## config.mk

```make
export PLATFORM = sky130hd
export DESIGN_NAME = floo_narrow_wide_endpoint
export DESIGN_NICKNAME = d
export VERILOG_FILES = /design/src/rtl/floo_narrow_wide_endpoint.sv
export SDC_FILE = /design/constraint.sdc
export NUM_CORES = 1
export LEC_CHECK = 0
export ABC_AREA = 1
export ABC_CLOCK_PERIOD_IN_PS = 7650
export BUFFER_PORTS_ARGS = -buffer_cell sky130_fd_sc_hd__buf_2
export CAP_MARGIN = 20
export CORE_AREA = 2 2 431 433
export DETAILED_ROUTE_END_ITERATION = 10
export DIE_AREA = 0 0 433 435
export PLACE_DENSITY_LB_ADDON = 0.1
export SYNTH_ARGS = -nofsm -noshare
export SYNTH_HDL_FRONTEND = slang
export SYNTH_HIERARCHICAL = 1
export SYNTH_SLANG_ARGS = --single-unit
```

## constraint.sdc

```tcl
create_clock -name clk_i -period 7.65 [get_ports clk_i]
set_input_delay 0.3825 -clock clk_i [delete_from_list [all_inputs] [get_ports clk_i]]
set_output_delay 0.3825 -clock clk_i [all_outputs]
set_load 0.05 [all_outputs]
```

## src/rtl/floo_narrow_wide_endpoint.sv

```systemverilog
// Narrow/wide network endpoint: ejection FIFOs, injection spill buffers, flush, misroute check.
// Defining FLOO_EP_PERF_EN adds six 32-bit traffic counters on perf_cnt_o.

package floo_narrow_wide_flit_pkg;
    localparam int unsigned FlitIdWidth = 4;
    typedef logic [FlitIdWidth-1:0] flit_id_t;
    typedef struct packed {
        flit_id_t dst_id;
        flit_id_t src_id;
    } hdr_t;
    typedef struct packed { hdr_t hdr; logic [39:0]  payload; } narrow_req_data_t;
    typedef struct packed { hdr_t hdr; logic [31:0]  payload; } narrow_rsp_data_t;
    typedef struct packed { hdr_t hdr; logic [127:0] payload; } wide_data_t;
    typedef struct packed { logic valid; logic ready; narrow_req_data_t data; } narrow_req_flit_t;
    typedef struct packed { logic valid; logic ready; narrow_rsp_data_t data; } narrow_rsp_flit_t;
    typedef struct packed { logic valid; logic ready; wide_data_t data; } wide_flit_t;
endpackage

module floo_ep_fifo #(
    parameter int unsigned Depth = 2,
    parameter type data_t = logic
) (
    input  logic  clk_i,
    input  logic  rst_ni,
    input  logic  in_valid,
    output logic  in_ready,
    input  data_t in_data,
    output logic  out_valid,
    input  logic  out_ready,
    output data_t out_data
);
    localparam int unsigned PtrW = (Depth > 1) ? $clog2(Depth) : 1;
    localparam int unsigned CntW = $clog2(Depth + 1);

    data_t mem [Depth];
    logic [PtrW-1:0] wr_ptr, rd_ptr;
    logic [CntW-1:0] cnt;
    logic push, pop;

    function automatic logic [PtrW-1:0] inc(input logic [PtrW-1:0] p);
        return (p == PtrW'(Depth - 1)) ? '0 : p + PtrW'(1);
    endfunction

    assign in_ready  = (cnt != CntW'(Depth));
    assign out_valid = (cnt != '0);
    assign out_data  = mem[rd_ptr];
    assign push      = in_valid & in_ready;
    assign pop       = out_valid & out_ready;

    always_ff @(posedge clk_i or negedge rst_ni) begin
        if (!rst_ni) begin
            wr_ptr <= '0;
            rd_ptr <= '0;
            cnt    <= '0;
        end else begin
            if (push) wr_ptr <= inc(wr_ptr);
            if (pop)  rd_ptr <= inc(rd_ptr);
            cnt <= cnt + CntW'(push) - CntW'(pop);
        end
    end

    // Storage carries no reset; validity is tracked by cnt alone.
    always_ff @(posedge clk_i) begin
        if (push) mem[wr_ptr] <= in_data;
    end
endmodule

module floo_narrow_wide_endpoint
    import floo_narrow_wide_flit_pkg::*;
#(
    parameter int unsigned EjFifoDepth = 2,
    parameter int unsigned IdWidth = floo_narrow_wide_flit_pkg::FlitIdWidth,
    parameter type id_t = logic [IdWidth-1:0]
) (
    input  logic             clk_i,
    input  logic             rst_ni,
    input  id_t              id_i,
    input  narrow_req_flit_t narrow_req_i,
    output narrow_req_flit_t narrow_req_o,
    input  narrow_rsp_flit_t narrow_rsp_i,
    output narrow_rsp_flit_t narrow_rsp_o,
    input  wide_flit_t       wide_i,
    output wide_flit_t       wide_o,
    output logic             ej_narrow_req_valid_o,
    input  logic             ej_narrow_req_ready_i,
    output narrow_req_data_t ej_narrow_req_data_o,
    output logic             ej_narrow_rsp_valid_o,
    input  logic             ej_narrow_rsp_ready_i,
    output narrow_rsp_data_t ej_narrow_rsp_data_o,
    output logic             ej_wide_valid_o,
    input  logic             ej_wide_ready_i,
    output wide_data_t       ej_wide_data_o,
    input  logic             inj_narrow_req_valid_i,
    output logic             inj_narrow_req_ready_o,
    input  narrow_req_data_t inj_narrow_req_data_i,
    input  logic             inj_narrow_rsp_valid_i,
    output logic             inj_narrow_rsp_ready_o,
    input  narrow_rsp_data_t inj_narrow_rsp_data_i,
    input  logic             inj_wide_valid_i,
    output logic             inj_wide_ready_o,
    input  wide_data_t       inj_wide_data_i,
    output logic [2:0]       misroute_o,
    input  logic             flush_i,
    output logic             flush_done_o,
    output logic [5:0][31:0] perf_cnt_o
);
    typedef enum logic [1:0] {IDLE, DRAIN, DONE} flush_state_e;

    flush_state_e state;
    logic idle_q, done_q;
    logic [2:0] mis_q;

    logic nr_ej_rdy, rs_ej_rdy, wd_ej_rdy;
    logic nr_sp_vld, rs_sp_vld, wd_sp_vld;
    logic nr_sp_rdy, rs_sp_rdy, wd_sp_rdy;
    narrow_req_data_t nr_sp_data;
    narrow_rsp_data_t rs_sp_data;
    wide_data_t       wd_sp_data;
    logic nr_acc, rs_acc, wd_acc, inj_empty;

    floo_ep_fifo #(.Depth(EjFifoDepth), .data_t(narrow_req_data_t)) i_nr_ej (
        .clk_i, .rst_ni,
        .in_valid(narrow_req_i.valid), .in_ready(nr_ej_rdy), .in_data(narrow_req_i.data),
        .out_valid(ej_narrow_req_valid_o), .out_ready(ej_narrow_req_ready_i),
        .out_data(ej_narrow_req_data_o));
    floo_ep_fifo #(.Depth(EjFifoDepth), .data_t(narrow_rsp_data_t)) i_rs_ej (
        .clk_i, .rst_ni,
        .in_valid(narrow_rsp_i.valid), .in_ready(rs_ej_rdy), .in_data(narrow_rsp_i.data),
        .out_valid(ej_narrow_rsp_valid_o), .out_ready(ej_narrow_rsp_ready_i),
        .out_data(ej_narrow_rsp_data_o));
    floo_ep_fifo #(.Depth(EjFifoDepth), .data_t(wide_data_t)) i_wd_ej (
        .clk_i, .rst_ni,
        .in_valid(wide_i.valid), .in_ready(wd_ej_rdy), .in_data(wide_i.data),
        .out_valid(ej_wide_valid_o), .out_ready(ej_wide_ready_i),
        .out_data(ej_wide_data_o));

    // Injection uses a 2-deep queue as the spill register; flush gates its input.
    floo_ep_fifo #(.Depth(2), .data_t(narrow_req_data_t)) i_nr_inj (
        .clk_i, .rst_ni,
        .in_valid(inj_narrow_req_valid_i & idle_q), .in_ready(nr_sp_rdy),
        .in_data(inj_narrow_req_data_i),
        .out_valid(nr_sp_vld), .out_ready(narrow_req_i.ready), .out_data(nr_sp_data));
    floo_ep_fifo #(.Depth(2), .data_t(narrow_rsp_data_t)) i_rs_inj (
        .clk_i, .rst_ni,
        .in_valid(inj_narrow_rsp_valid_i & idle_q), .in_ready(rs_sp_rdy),
        .in_data(inj_narrow_rsp_data_i),
        .out_valid(rs_sp_vld), .out_ready(narrow_rsp_i.ready), .out_data(rs_sp_data));
    floo_ep_fifo #(.Depth(2), .data_t(wide_data_t)) i_wd_inj (
        .clk_i, .rst_ni,
        .in_valid(inj_wide_valid_i & idle_q), .in_ready(wd_sp_rdy),
        .in_data(inj_wide_data_i),
        .out_valid(wd_sp_vld), .out_ready(wide_i.ready), .out_data(wd_sp_data));

    assign narrow_req_o = '{valid: nr_sp_vld, ready: nr_ej_rdy, data: nr_sp_data};
    assign narrow_rsp_o = '{valid: rs_sp_vld, ready: rs_ej_rdy, data: rs_sp_data};
    assign wide_o       = '{valid: wd_sp_vld, ready: wd_ej_rdy, data: wd_sp_data};

    assign inj_narrow_req_ready_o = nr_sp_rdy & idle_q;
    assign inj_narrow_rsp_ready_o = rs_sp_rdy & idle_q;
    assign inj_wide_ready_o       = wd_sp_rdy & idle_q;

    assign nr_acc    = narrow_req_i.valid & nr_ej_rdy;
    assign rs_acc    = narrow_rsp_i.valid & rs_ej_rdy;
    assign wd_acc    = wide_i.valid & wd_ej_rdy;
    assign inj_empty = ~(nr_sp_vld | rs_sp_vld | wd_sp_vld);

    always_ff @(posedge clk_i or negedge rst_ni) begin
        if (!rst_ni) begin
            mis_q <= '0;
        end else begin
            mis_q <= {wd_acc & (wide_i.data.hdr.dst_id != id_i),
                      rs_acc & (narrow_rsp_i.data.hdr.dst_id != id_i),
                      nr_acc & (narrow_req_i.data.hdr.dst_id != id_i)};
        end
    end
    assign misroute_o = mis_q;

    always_ff @(posedge clk_i or negedge rst_ni) begin
        if (!rst_ni) begin
            state  <= IDLE;
            idle_q <= 1'b1;
            done_q <= 1'b0;
        end else begin
            unique case (state)
                IDLE: if (flush_i) begin
                    state  <= DRAIN;
                    idle_q <= 1'b0;
                end
                DRAIN: if (!flush_i) begin
                    state  <= IDLE;
                    idle_q <= 1'b1;
                end else if (inj_empty) begin
                    state  <= DONE;
                    done_q <= 1'b1;
                end
                DONE: if (!flush_i) begin
                    state  <= IDLE;
                    idle_q <= 1'b1;
                    done_q <= 1'b0;
                end
                default: state <= IDLE;
            endcase
        end
    end
    assign flush_done_o = done_q;

`ifdef FLOO_EP_PERF_EN
    logic [5:0] perf_inc;
    logic [5:0][31:0] perf_q;
    assign perf_inc = {wd_acc, rs_acc, nr_acc,
                       inj_wide_valid_i & inj_wide_ready_o,
                       inj_narrow_rsp_valid_i & inj_narrow_rsp_ready_o,
                       inj_narrow_req_valid_i & inj_narrow_req_ready_o};
    always_ff @(posedge clk_i or negedge rst_ni) begin
        if (!rst_ni) begin
            perf_q <= '0;
        end else begin
            for (int i = 0; i < 6; i++) begin
                if (perf_inc[i]) perf_q[i] <= perf_q[i] + 32'd1;
            end
        end
    end
    assign perf_cnt_o = perf_q;
`else
    assign perf_cnt_o = '0;
`endif
endmodule
```

Yosys cells after proc, flatten, opt, wreduce, memory -nomap -nowiden
Memories as Yosys holds them, arrays and structs flattened.
Index checks and enable logic that the tools add are counted.
{"block": "totals", "reg_bits": 31, "ram_bits": 896, "in_bits": 467, "out_inout_bits": 656, "wordCells": 141, "mem_count": 6}
{"memory": "i_wd_ej.mem", "depth": 2, "word_bits": 136, "rd": 1, "rd_clocked_by_memory_dff": 0, "wr": 1, "line": "35", "rtl": "data_t mem [Depth];"}
{"memory": "i_wd_inj.mem", "depth": 2, "word_bits": 136, "rd": 1, "rd_clocked_by_memory_dff": 0, "wr": 1, "line": "35"}
{"memory": "i_nr_ej.mem", "depth": 2, "word_bits": 48, "rd": 1, "rd_clocked_by_memory_dff": 0, "wr": 1, "line": "35"}
{"memory": "i_nr_inj.mem", "depth": 2, "word_bits": 48, "rd": 1, "rd_clocked_by_memory_dff": 0, "wr": 1, "line": "35"}
{"memory": "i_rs_ej.mem", "depth": 2, "word_bits": 40, "rd": 1, "rd_clocked_by_memory_dff": 0, "wr": 1, "line": "35"}
{"memory": "i_rs_inj.mem", "depth": 2, "word_bits": 40, "rd": 1, "rd_clocked_by_memory_dff": 0, "wr": 1, "line": "35"}
{"block": "op_classes", "add_sub_neg": 24, "n_eq_ne": 17, "n_mux": 36, "bitwise_logic": 23, "reduce_logical": 13}
{"op": "1-bit 2-to-1 mux", "count": 29}
{"op": "2-bit != test, second input constant", "count": 11}
{"op": "1-bit AND", "count": 21}
{"op": "2-bit nonzero test", "count": 8}
{"op": "1-bit adder, second input constant", "count": 12}
{"op": "2-bit by 1-bit adder with 2-bit output", "count": 6}
{"op": "4-bit != test", "count": 3}
{"op": "2-bit by 1-bit subtractor with 2-bit output", "count": 6}
{"op": "2-bit 2-to-1 mux", "count": 4}
{"op": "2-bit case mux with 3 select lines", "count": 1}
{"op": "3-bit AND reduction", "count": 2}
{"op": "1-bit case mux with 2 select lines", "count": 2}
{"op": "4-bit AND reduction", "count": 1}
{"op": "3-bit != test, second input constant", "count": 1}
{"op": "2-bit by 1-bit equality test with 1-bit output, second input constant", "count": 1}
{"op": "2-bit equality test, second input constant", "count": 1}
{"op": "2-bit logical NOT", "count": 1}
{"op": "1-bit OR", "count": 2}
{"op": "2-bit OR reduction", "count": 1}

Logic depth before layout (Yosys ltp)
Gate-level depths: netlist of run 1.
{"block": "logic_depth", "depth_word": 6, "ltp_mapped": 12}

Hierarchy
The synthesis of run 1 kept the hierarchy.
{"mod": "floo_ep_fifo (i_wd_ej ...)", "instances": 2, "cells_per_inst": 742, "area_per_inst_um2": 10109.7, "seq_area_each_um2": 8267.9}
{"mod": "floo_ep_fifo (i_nr_ej ...)", "instances": 2, "cells_per_inst": 282, "area_per_inst_um2": 3708.6, "seq_area_each_um2": 2982.9}
{"mod": "floo_ep_fifo (i_rs_ej ...)", "instances": 2, "cells_per_inst": 241, "area_per_inst_um2": 3139.3, "seq_area_each_um2": 2502.4}
{"mod": "floo_narrow_wide_endpoint", "instances": 1, "cells_per_inst": 311, "area_per_inst_um2": 2119.5, "seq_area_each_um2": 176.4}

Worst setup path before layout of run 1
No wires, ideal clock.
{"block": "synth_timing", "kind": "reg-to-reg", "start": "register idle_q", "end": "memory i_wd_inj/mem[1][0] (netlist bit) (enable)", "setup_time_ns": 0.634, "arrival_ns": 6.463, "required_time_ns": 7.016, "slack_ns": 0.552, "stages_incl_launch_ff": 5, "path_buffers": 0, "path_cell_list": "dfstp_2 nand2_1 inv_1 nand2_1 nor2_1"}
{"block": "synth_via", "elab_chain_len": 4}
{"element": "from (decl)", "line": "110", "rtl": "logic idle_q, done_q;"}
{"element": "from (signal assigned)", "line": "181", "rtl": "idle_q <= 1'b1;"}
{"element": "from (signal assigned)", "line": "187", "rtl": "idle_q <= 1'b0;"}
{"element": "from (signal assigned)", "line": "191", "rtl": "idle_q <= 1'b1;"}
{"element": "1-bit AND", "line": "150", "rtl": ".in_valid(inj_wide_valid_i & idle_q), .in_ready(wd_sp_rdy),"}
{"element": "1-bit AND", "line": "47", "rtl": "assign push = in_valid & in_ready;"}
{"element": "1-bit 2-to-1 mux", "line": "64", "rtl": "if (push) mem[wr_ptr] <= in_data;"}
{"element": "1-bit 2-to-1 mux (not written as such)", "line": "64"}
{"element": "to (decl)", "line": "35"}
Every way passes these cells.

==> flow_metrics.py, run 1 <==
metrics = {
    "cells_and_area": {
        "multi_input_area_um2": 6773,
        "area_growth_pct": 41.56,
        "finalNonFillerCells": 6868,
        "seq_area_um2": 27690,
        "nets": 4752,
        "fillers": 19290,
        "fin_util": 0.2772,
        "final_layout_size_suffix_gt1_frac": 0.2588,
    },
    "yosys": {
        "avgSynthCellArea_um2": 12.68,
        "ys_types": 25,
        "synth-edff-count": 896,
        "syn-instance-count": 2841,
        "synthArstFlopShare": 0.03344,
        "ys_seq_elements": 927,
        "synth-main-ff-cell": "edfxtp_1",
        "yosysWarnings": 6,
        "ys_seq_area_frac": 0.7682,
        "synth_area_um2": 36030,
    },
    "setup_path": {
        "crit_buf_inv": 2,
        "critPathArrivalTime_ns": 3.40,
        "crit_slowest_cell": "dfrtp_4",
        "crit_chain": "buf_4 > nand2_1 > nand2_1 > buf_2",
        "path_max_fanout": 83,
        "startpoint_type": "flop",
        "path_class": "reg2out",
        "worstSetupEndpointType": "primary output",
        "worstPathRequired_ns": 7.27,
        "crit_top_cell": "nand2_1",
        "max_stage_delay_ns": 0.96,
        "critical-path-top-delay-family": "buffers and inverters",
    },
    "clocking": {
        "cts_tree": "done",
        "ctsRootBufferMaster": "clkbuf_16",
        "htreeDepth": 3,
        "post_cts_buffers": 0,
        "clk_latency_ns": 0.75,
        "clk_path_buf_depth": 3,
        "path_clk_slew_ns": 0.06,
        "numCtsBuffers": 116,
        "cts_num_sinks": 927,
    },
    "power_and_ir_drop": {
        "power_mw": 22.22,
        "ir_drop_mv": 0.2187,
        "power_per_cell_area_nw_per_um2": 435.7,
        "power.leakage_nw": 21.64,
    },
    "floorplan": {
        "rows": 158,
        "start_util": 0.1958,
        "io-pin-count": 1123,
        "die_h_um": 435,
        "die_w_um": 433,
        "core_area_um2": 184000,
        "die_area_um2": 188400,
    },
    "sta": {
        "hold_violations": 0,
        "slew_headroom": 0.3115,
        "timing.final.ws_setup_ns": 3.870,
        "setup-tns-final_ns": 0,
        "fin_crit_ns": 3.780,
        "fin_skew_ns": 0.02920,
        "fmax_mhz": 264.6,
        "rsz0062_at_grt": "false",
        "finalMaxSlewViolations": 0,
        "finalSetupViolations": 0,
        "tightestPinTransition_ns": 1.033,
        "fin_crit_sh": 0.4941,
    },
    "route": {
        "drt-initial-drc-count": 1044,
        "first_pass_iters": 4,
        "drcViolationCount": 0,
        "postRouteAntennaNets": 0,
        "routed_wl_mm": 132.1,
        "viasPerCell": 3.582,
        "via_count": 24602,
        "wl_per_cell_um": 19.24,
    },
    "placement": {
        "pre_cts_ws_ns": 4.482,
        "hpwl_mm": 93.53,
        "gp_congestion": 0.8007,
        "port_buffers": 930,
        "dpl.cell_count": 6170,
    },
    "hold_path": {
        "hold_path_class": "in2reg",
    },
    "global_route": {
        "grt_pass1_wl_mm": 182.8,
        "track_usage": 0.1360,
        "antenna_found_initial": 39,
        "grt_max_degree": 138,
        "grt_pass1_vias": 24658,
        "grt_overflow": 0,
    },
    "run_status": {
        "status": "finished clean",
    },
    "run": {
        "drv_cap": 0,
    },
}
[worst register-to-register path, delay by kind of cell (launching register included)]
family	cells	cell delay, ns
buf+inv	1	0.60
flops	1	0.41
simple gates	3	1.15
[area by class of cell]
cell class / count / area share
Timing Repair Buffer: 1421 / 0.1876
Antenna cell: 18 / 0.0008830
Inverter: 77 / 0.005813
Sequential cell: 927 / 0.5428
Multi-Input combinational cell: 1732 / 0.1328
Clock buffer: 152 / 0.06039
Tap cell: 2480 / 0.06083
Clock inverter: 61 / 0.008879
[stage by stage]
step | area [um^2] | hold slack, ns
after floorplan | 36750 | 0.08691
after global placement | 42750 | 0.4853
after detailed placement | 42750 | 0.4841
after CTS | 50950 | 0.0003161
after global routing | 51000 | 0.07735
final | 51010 | 0.1153
[sequential cells by signal (all words and copies together), names as in the netlist, 3 cells and up]
register	count
i_nr_ej/mem	96
i_nr_inj/mem	96
i_rs_ej/mem	80
i_rs_inj/mem	80
i_wd_ej/mem	272
i_wd_inj/mem	272
misroute_o	3
[where the power goes]
part | internal [mW] | switching, mW | total (mW)
logic | 1.80 | 8.20 | 10.0
registers | 6.70 | 0.348 | 7.05
clock network | 2.98 | 2.19 | 5.17
total | 11.5 | 10.7 | 22.2
[per-layer routing]
| layer | part of all wire | vias to the layer above | GRT usage |
|---|---|---|---|
| li1 | - | 11965 | - |
| met1 | 0.35 | 11595 | 0.1354 |
| met2 | 0.53 | 806 | 0.2553 |
| met3 | 0.071 | 222 | 0.04189 |
| met4 | 0.042 | 14 | 0.06153 |
| met5 | 0.00069 | - | 0 |
[cell usage after synthesis (all sizes together), types with 2 or more instances]
master	number	area [um^2]
nand2	1453	5469
edfxtp	896	26910
buf	294	2085
inv	76	285.3
nor2	38	147.6
dfrtp	30	750.7
nand3	14	70.07
ha	10	125.1
a21oi	9	45.04
o21ai	7	38.79
xor2	6	52.55
clkbuf	2	7.510
[placed cells by master (no fill, tap or decap), types with 28 or more instances in the layout]
master         netlist  routed
buf_2               64     930
clkbuf_1             2      34
clkbuf_16            0     118
clkinv_1             1      34
conb_1               1     192
dfrtp_1             30      28
dlygate4sd3_1        0     466
edfxtp_1           896     896
inv_1               70      68
nand2_1           1447    1447
[final timing paths]
check                                                start                          end  slack [ns]  cells after the start
worst max-delay path            i_wd_ej/rd_ptr$_DFFE_PN0P_           ej_wide_data_o[44]        3.87                      4
worst min-delay path                      inj_wide_valid_i  i_wd_inj/wr_ptr$_DFFE_PN0P_        0.12                      5
worst max register to register    i_wd_ej/cnt[1]$_DFF_PN0_  i_wd_ej/mem[0][5]$_DFFE_PP_        4.95                      4
worst min register to register    flush_done_o$_DFFE_PN0P_     flush_done_o$_DFFE_PN0P_        0.49                      2
max in group asynchronous                           rst_ni  i_wd_inj/rd_ptr$_DFFE_PN0P_        6.92                      3
min in group asynchronous                           rst_ni      misroute_o[1]$_DFF_PN0_        0.30                      3
[logic make-up (layout without fill, tap and decap cells)]
| family | Yosys count | in the layout | synth area share |
|---|---|---|---|
| and+or+nand+nor | 1506 | 1506 | 0.1580 |
| buffers and inverters | 373 | 1711 | 0.06608 |
| adders and majority gates | 10 | 10 | 0.003472 |
| DFF | 927 | 927 | 0.7682 |
| AOI/OAI and AO/OA | 18 | 18 | 0.002709 |
| xor gates and xnor gates | 6 | 6 | 0.001458 |
| other | 1 | 210 | 0.0001041 |
[what timing repair did]
item                      4_1_cts  5_1_grt
hold endpoints to repair      953        0
hold buffers                  466        0
gates resized for setup         0        0
Power figures use the tool's default switching activity.
==> inputs of run 2 (changes only) <==
ABC_CLOCK_PERIOD_IN_PS = 3700   (was 7650)
clock period = 3.7 ns   (was 7.65 ns; I/O delays follow)
==> flow_metrics.py, run 2 (same netlist as run 1, synthesis figures left out) <==
metrics = {
    "run_status": {
        "status": "finished clean",
    },
    "global_route": {
        "track_usage": 0.1370,
        "grtUsageMet1": 0.1442,
        "grtUsageMet2": 0.2528,
        "grt_pass1_wl_mm": 184.1,
        "grt_overflow": 0,
        "top_usage_layer": "met2",
        "grt_max_degree": 137,
        "use_met3": 0.03389,
        "antenna_found_initial": 27,
        "grt_pass1_vias": 24919,
    },
    "sta": {
        "rsz0062_at_grt": "false",
        "fin_skew_ns": 0.02516,
        "hold_violations": 0,
        "fin_crit_sh": 0.8731,
        "finalMaxSlewViolations": 0,
        "finalSetupViolations": 0,
        "tightestPinTransition_ns": 1.018,
        "slew_headroom": 0.3215,
        "timing.final.ws_setup_ns": 0.4695,
        "fin_crit_ns": 3.230,
        "fmax_mhz": 309.6,
    },
    "cells_and_area": {
        "final_common_cell": "nand2_1",
        "multi_input_area_um2": 6773,
        "nets": 4767,
        "final_cell_mix": "1447 x nand2_1, 930 x buf_2, 896 x edfxtp_1, 472 x dlygate4sd3_1, 192 x conb_1",
        "fin_util": 0.2777,
        "seq_area_um2": 27690,
        "reg_top3": "i_wd_ej/mem (272), i_wd_inj/mem (272)",
        "final_area_um2": 51120,
        "finalNonFillerCells": 6870,
        "final_layout_size_suffix_gt1_frac": 0.2609,
        "area_growth_pct": 41.86,
        "fillers": 19249,
    },
    "power_and_ir_drop": {
        "power_switching_mw": 22.13,
        "power.leakage_nw": 21.68,
        "ir_drop_mv": 0.4634,
        "p_seq_frac": 0.317,
        "clkPwrFrac": 0.225,
        "power_per_cell_area_nw_per_um2": 895.0,
        "pwr-share-comb": 0.458,
        "power_mw": 45.75,
        "switching_share": 0.4836,
        "internal-power_mw": 23.63,
    },
    "clocking": {
        "post_cts_buffers": 0,
        "numCtsBuffers": 110,
        "ctsRootBufferMaster": "clkbuf_16",
        "cts_tree": "done",
        "clk_path_buf_depth": 3,
        "htreeDepth": 3,
        "cts_num_sinks": 927,
        "post_cts_resized": 0,
        "clk_latency_ns": 0.73,
        "path_clk_slew_ns": 0.06,
        "ctsHoldBuffers": 472,
    },
    "floorplan": {
        "rows": 158,
        "die_w_um": 433,
        "core_area_um2": 184000,
        "die_area_um2": 188400,
        "io-pin-count": 1123,
        "start_util": 0.1958,
        "die_h_um": 435,
    },
    "placement": {
        "place_area_um2": 43020,
        "dpl.cell_count": 6186,
        "gp_congestion": 0.8055,
        "pre_cts_ws_ns": 1.124,
        "port_buffers": 930,
        "hpwl_mm": 95.46,
    },
    "setup_path": {
        "path_class": "reg2out",
        "critPathArrivalTime_ns": 3.05,
        "r2r_slack_ns": 0.96,
        "worstSetupEndpointType": "primary output",
        "startpoint_type": "flop",
        "worstPathRequired_ns": 3.51,
        "path_max_fanout": 49,
    },
    "route": {
        "via_count": 24660,
        "drt-initial-drc-count": 1080,
        "viasPerCell": 3.590,
        "postRouteAntennaNets": 0,
        "wl_per_cell_um": 19.29,
        "drcViolationCount": 0,
        "first_pass_iters": 5,
        "routed_wl_mm": 132.5,
    },
    "run": {
        "drv_cap": 0,
    },
    "hold_path": {
        "hold_path_class": "in2async",
    },
}
==> run 2: through the flow <==
step / hold WS [ns] / TNS, ns
after floorplan: -0.1106 / -298.55
after global placement: 0.2003 / 0
after detailed placement: 0.1920 / 0
after CTS: 0.06448 / 0
after global routing: 0.1216 / 0
final: 0.1619 / 0
==> run 2: cell type report <==
cell class,count,share of cell area
Antenna cell,13,0.0006364
Clock buffer,148,0.05767
Clock inverter,51,0.007734
Inverter,77,0.005801
Multi-Input combinational cell,1732,0.1325
Sequential cell,927,0.5417
Tap cell,2480,0.06070
Timing Repair Buffer,1442,0.1933
==> run 2: power groups by stage <==
stage	sequential, mW	combinational (mW)	clock (mW)
2_1_floorplan	14.6	14.8	0
3_3_place_gp	14.8	21.1	0
3_5_place_dp	14.7	21.0	0
4_1_cts	14.5	21.6	10.7
5_1_grt	14.7	22.3	11.1
6_report	14.5	21.0	10.3
==> run 2: final timing paths <==
path,startpoint,end,cells after the start
max,i_wd_ej/rd_ptr$_DFFE_PN0P_,ej_wide_data_o[12],5
max reg2reg,idle_q$_DFFE_PN1P_,i_rs_inj/cnt[1]$_DFF_PN0_,12
min,rst_ni,i_rs_inj/cnt[1]$_DFF_PN0_,3
max in group asynchronous,rst_ni,i_wd_ej/rd_ptr$_DFFE_PN0P_,3
min reg2reg,state[0]$_DFFE_PN0P_,state[0]$_DFFE_PN0P_,2
min in group clk_i,inj_wide_data_i[97],i_wd_inj/mem[0][97]$_DFFE_PP_,2
==> run 2: critical path: stages, from the launching register on <==
cell and delay [ns]:
dfrtp_4 0.74, inv_6 0.49, buf_4 0.49, nand2_1 0.10, nand2_1 0.08, buf_2 0.26
==> run 2: layer usage <==
| metal | vias to the layer above | share of wire | wire (um) |
|---|---|---|---|
| met3 | 231 | 0.059 | 7764 |
| met5 | - | 0.00033 | 44 |
| met4 | 12 | 0.043 | 5651 |
| met1 | 11649 | 0.37 | 48620 |
| li1 | 11966 | - | - |
| met2 | 802 | 0.53 | 70450 |
==> inputs of run 3 (changes only) <==
CTS_BUF_LIST = sky130_fd_sc_hd__clkbuf_4   (was default)
==> flow_metrics.py, run 3 (same netlist as run 1, synthesis figures left out) <==
metrics = {
    "run_status": {
        "status": "finished clean",
    },
    "cells_and_area": {
        "nets": 5637,
        "reg_top3": "i_wd_ej/mem (272), i_wd_inj/mem (272)",
        "multi_input_area_um2": 6773,
        "finalNonFillerCells": 7823,
        "area_growth_pct": 60.91,
        "seq_area_um2": 27690,
        "fillers": 19077,
        "final_area_um2": 57980,
        "final_common_cell": "nand2_1",
        "final_layout_size_suffix_gt1_frac": 0.2668,
        "final_cell_mix": "1447 x nand2_1, 1154 x dlygate4sd3_1, 930 x buf_2, 896 x edfxtp_1, 405 x clkbuf_4",
    },
    "setup_path": {
        "path_max_fanout": 49,
        "crit_top_cell": "nand2_1",
        "startpoint_type": "flop",
        "critical-path-top-delay-family": "buffers and inverters",
        "worstPathRequired_ns": 3.51,
        "startpoint": "i_wd_ej/rd_ptr$_DFFE_PN0P_",
        "max_stage_delay_ns": 0.68,
        "crit_buf_inv": 3,
        "critPathArrivalTime_ns": 3.16,
        "worstSetupEndpointType": "primary output",
        "worstReg2RegStart": "idle_q$_DFFE_PN1P_",
        "crit_chain": "inv_12 > buf_12 > nand2_1 > nand2_1 > buf_2",
        "path_class": "reg2out",
        "crit_slowest_cell": "dfrtp_4",
    },
    "hold_path": {
        "hold_path_class": "in2reg",
        "hold_path.startpoint": "inj_narrow_req_data_i[7]",
    },
    "clocking": {
        "clk_latency_ns": 1.32,
        "cts_tree": "done",
        "path_clk_slew_ns": 0.06,
        "htreeDepth": 5,
        "ctsRootBufferMaster": "clkbuf_4",
        "numCtsBuffers": 297,
        "clk_path_buf_depth": 4,
        "cts_num_sinks": 927,
    },
    "route": {
        "routed_wl_mm": 138.1,
        "drcViolationCount": 0,
        "postRouteAntennaNets": 0,
        "top_layer_used": "met5",
        "viasPerCell": 3.659,
        "wl_met1_mm": 49.29,
        "wl_met3_mm": 9.669,
        "drt-initial-drc-count": 1089,
        "via_count": 28623,
        "first_pass_iters": 5,
        "route.met2.wl_mm": 72.50,
        "wl_per_cell_um": 17.65,
    },
    "floorplan": {
        "io-pin-count": 1123,
        "start_util": 0.1958,
        "core_area_um2": 184000,
        "die_area_um2": 188400,
        "die_h_um": 435,
        "die_w_um": 433,
        "rows": 158,
    },
    "placement": {
        "dpl.cell_count": 6186,
        "place_area_um2": 43020,
        "port_buffers": 930,
        "pre_cts_ws_ns": 1.124,
        "gp_congestion": 0.8055,
        "hpwl_mm": 95.46,
    },
    "sta": {
        "finalSetupViolations": 0,
        "fmax_mhz": 299.3,
        "fin_crit_ns": 3.341,
        "rsz0062_at_grt": "false",
        "tightestPinTransition_ns": 1.004,
        "finalMaxSlewViolations": 0,
        "hold_violations": 0,
        "fin_skew_ns": 0.1095,
        "timing.final.ws_setup_ns": 0.3590,
        "slew_headroom": 0.3284,
        "fin_crit_sh": 0.9030,
        "holdWs_ns": 0.2234,
    },
    "global_route": {
        "antenna_found_initial": 31,
        "grt_overflow": 0,
        "track_usage": 0.1437,
        "grt_pass1_wl_mm": 196.0,
        "grt_max_degree": 137,
        "grt_pass1_vias": 29371,
    },
    "power_and_ir_drop": {
        "power_per_cell_area_nw_per_um2": 790.3,
        "ir_drop_mv": 0.4741,
        "power.leakage_nw": 24.92,
    },
    "run": {
        "drv_cap": 0,
    },
}
## run 3: changes by cell type in the layout (fill, tap and decap cells not counted), sizes merged, moves of 2 or more
cell         before   now
bufinv            5     3
clkinv           40    42
clkbuf          148   405
clkinvlp          4     1
dlygate4sd3     472  1154
diode            13    29
## run 3: report_power, final
group          internal, mW  switching [mW]
Combinational          4.42            17.2
Sequential             13.8           0.637
Clock                  5.17            4.51
Total                  23.4            22.4
## run 3: timing repair
action,CTS,global route
gates resized for setup,3,0
hold buffers,1154,0
hold endpoints to repair,1854,0
setup buffers,1,0
endpoints found under the setup margin,116,0
## run 3: worst reg2reg max path, cell delays in order, from the launching register on
cell and delay (ns):
dfstp_2 0.62, nand2_1 0.08, inv_1 0.10, nand2_1 0.17
nand2_1 0.13, nand2_1 0.06, ha_1 0.18, nand2_1 0.06
nand2_1 0.07, nand3_1 0.08, dlygate4sd3_1 0.56, nand2_1 0.06
dlygate4sd3_1 0.55
## run 3: path summary, 6_finish.rpt
path / to / slack [ns] / depth (start not counted)
min in group asynchronous: misroute_o[0]$_DFF_PN0_ / 0.29 / 3
worst min register to register: flush_done_o$_DFFE_PN0P_ / 0.50 / 2
worst min-delay path: i_nr_inj/mem[0][7]$_DFFE_PP_ / 0.22 / 3
max in group asynchronous: idle_q$_DFFE_PN1P_ / 2.45 / 4
worst max register to register: i_wd_inj/cnt[1]$_DFF_PN0_ / 0.88 / 12
worst max-delay path: ej_wide_data_o[110] / 0.36 / 5
## run 3: through the flow
step	utilization	TNS, ns	total power [mW]
after global routing	0.3150	0	48.53
after detailed placement	0.2337	0	35.77
after CTS	0.3146	0	47.02
after floorplan	-	-298.55	29.42
after global placement	0.2337	0	35.85
final	0.3150	0	45.82
## run 3: per-layer routing
metal  vias to the layer above  global-route usage
li1                      13888                   -
met1                     13344              0.1434
met2                      1068              0.2601
met3                       311             0.04972
met4                        12             0.07642
met5                         -                   0
## run 3: layout make-up
| type | count | area share |
|---|---|---|
| flip-flops and latches | 927 | 0.4776 |
| inverters | 77 | 0.005244 |
| diodes | 29 | 0.001252 |
| clock inverters | 48 | 0.004618 |
| well taps | 2480 | 0.05352 |
| multi-input cells | 1732 | 0.1168 |
| repair buffers | 2125 | 0.2885 |
| clock buffers | 405 | 0.05244 |
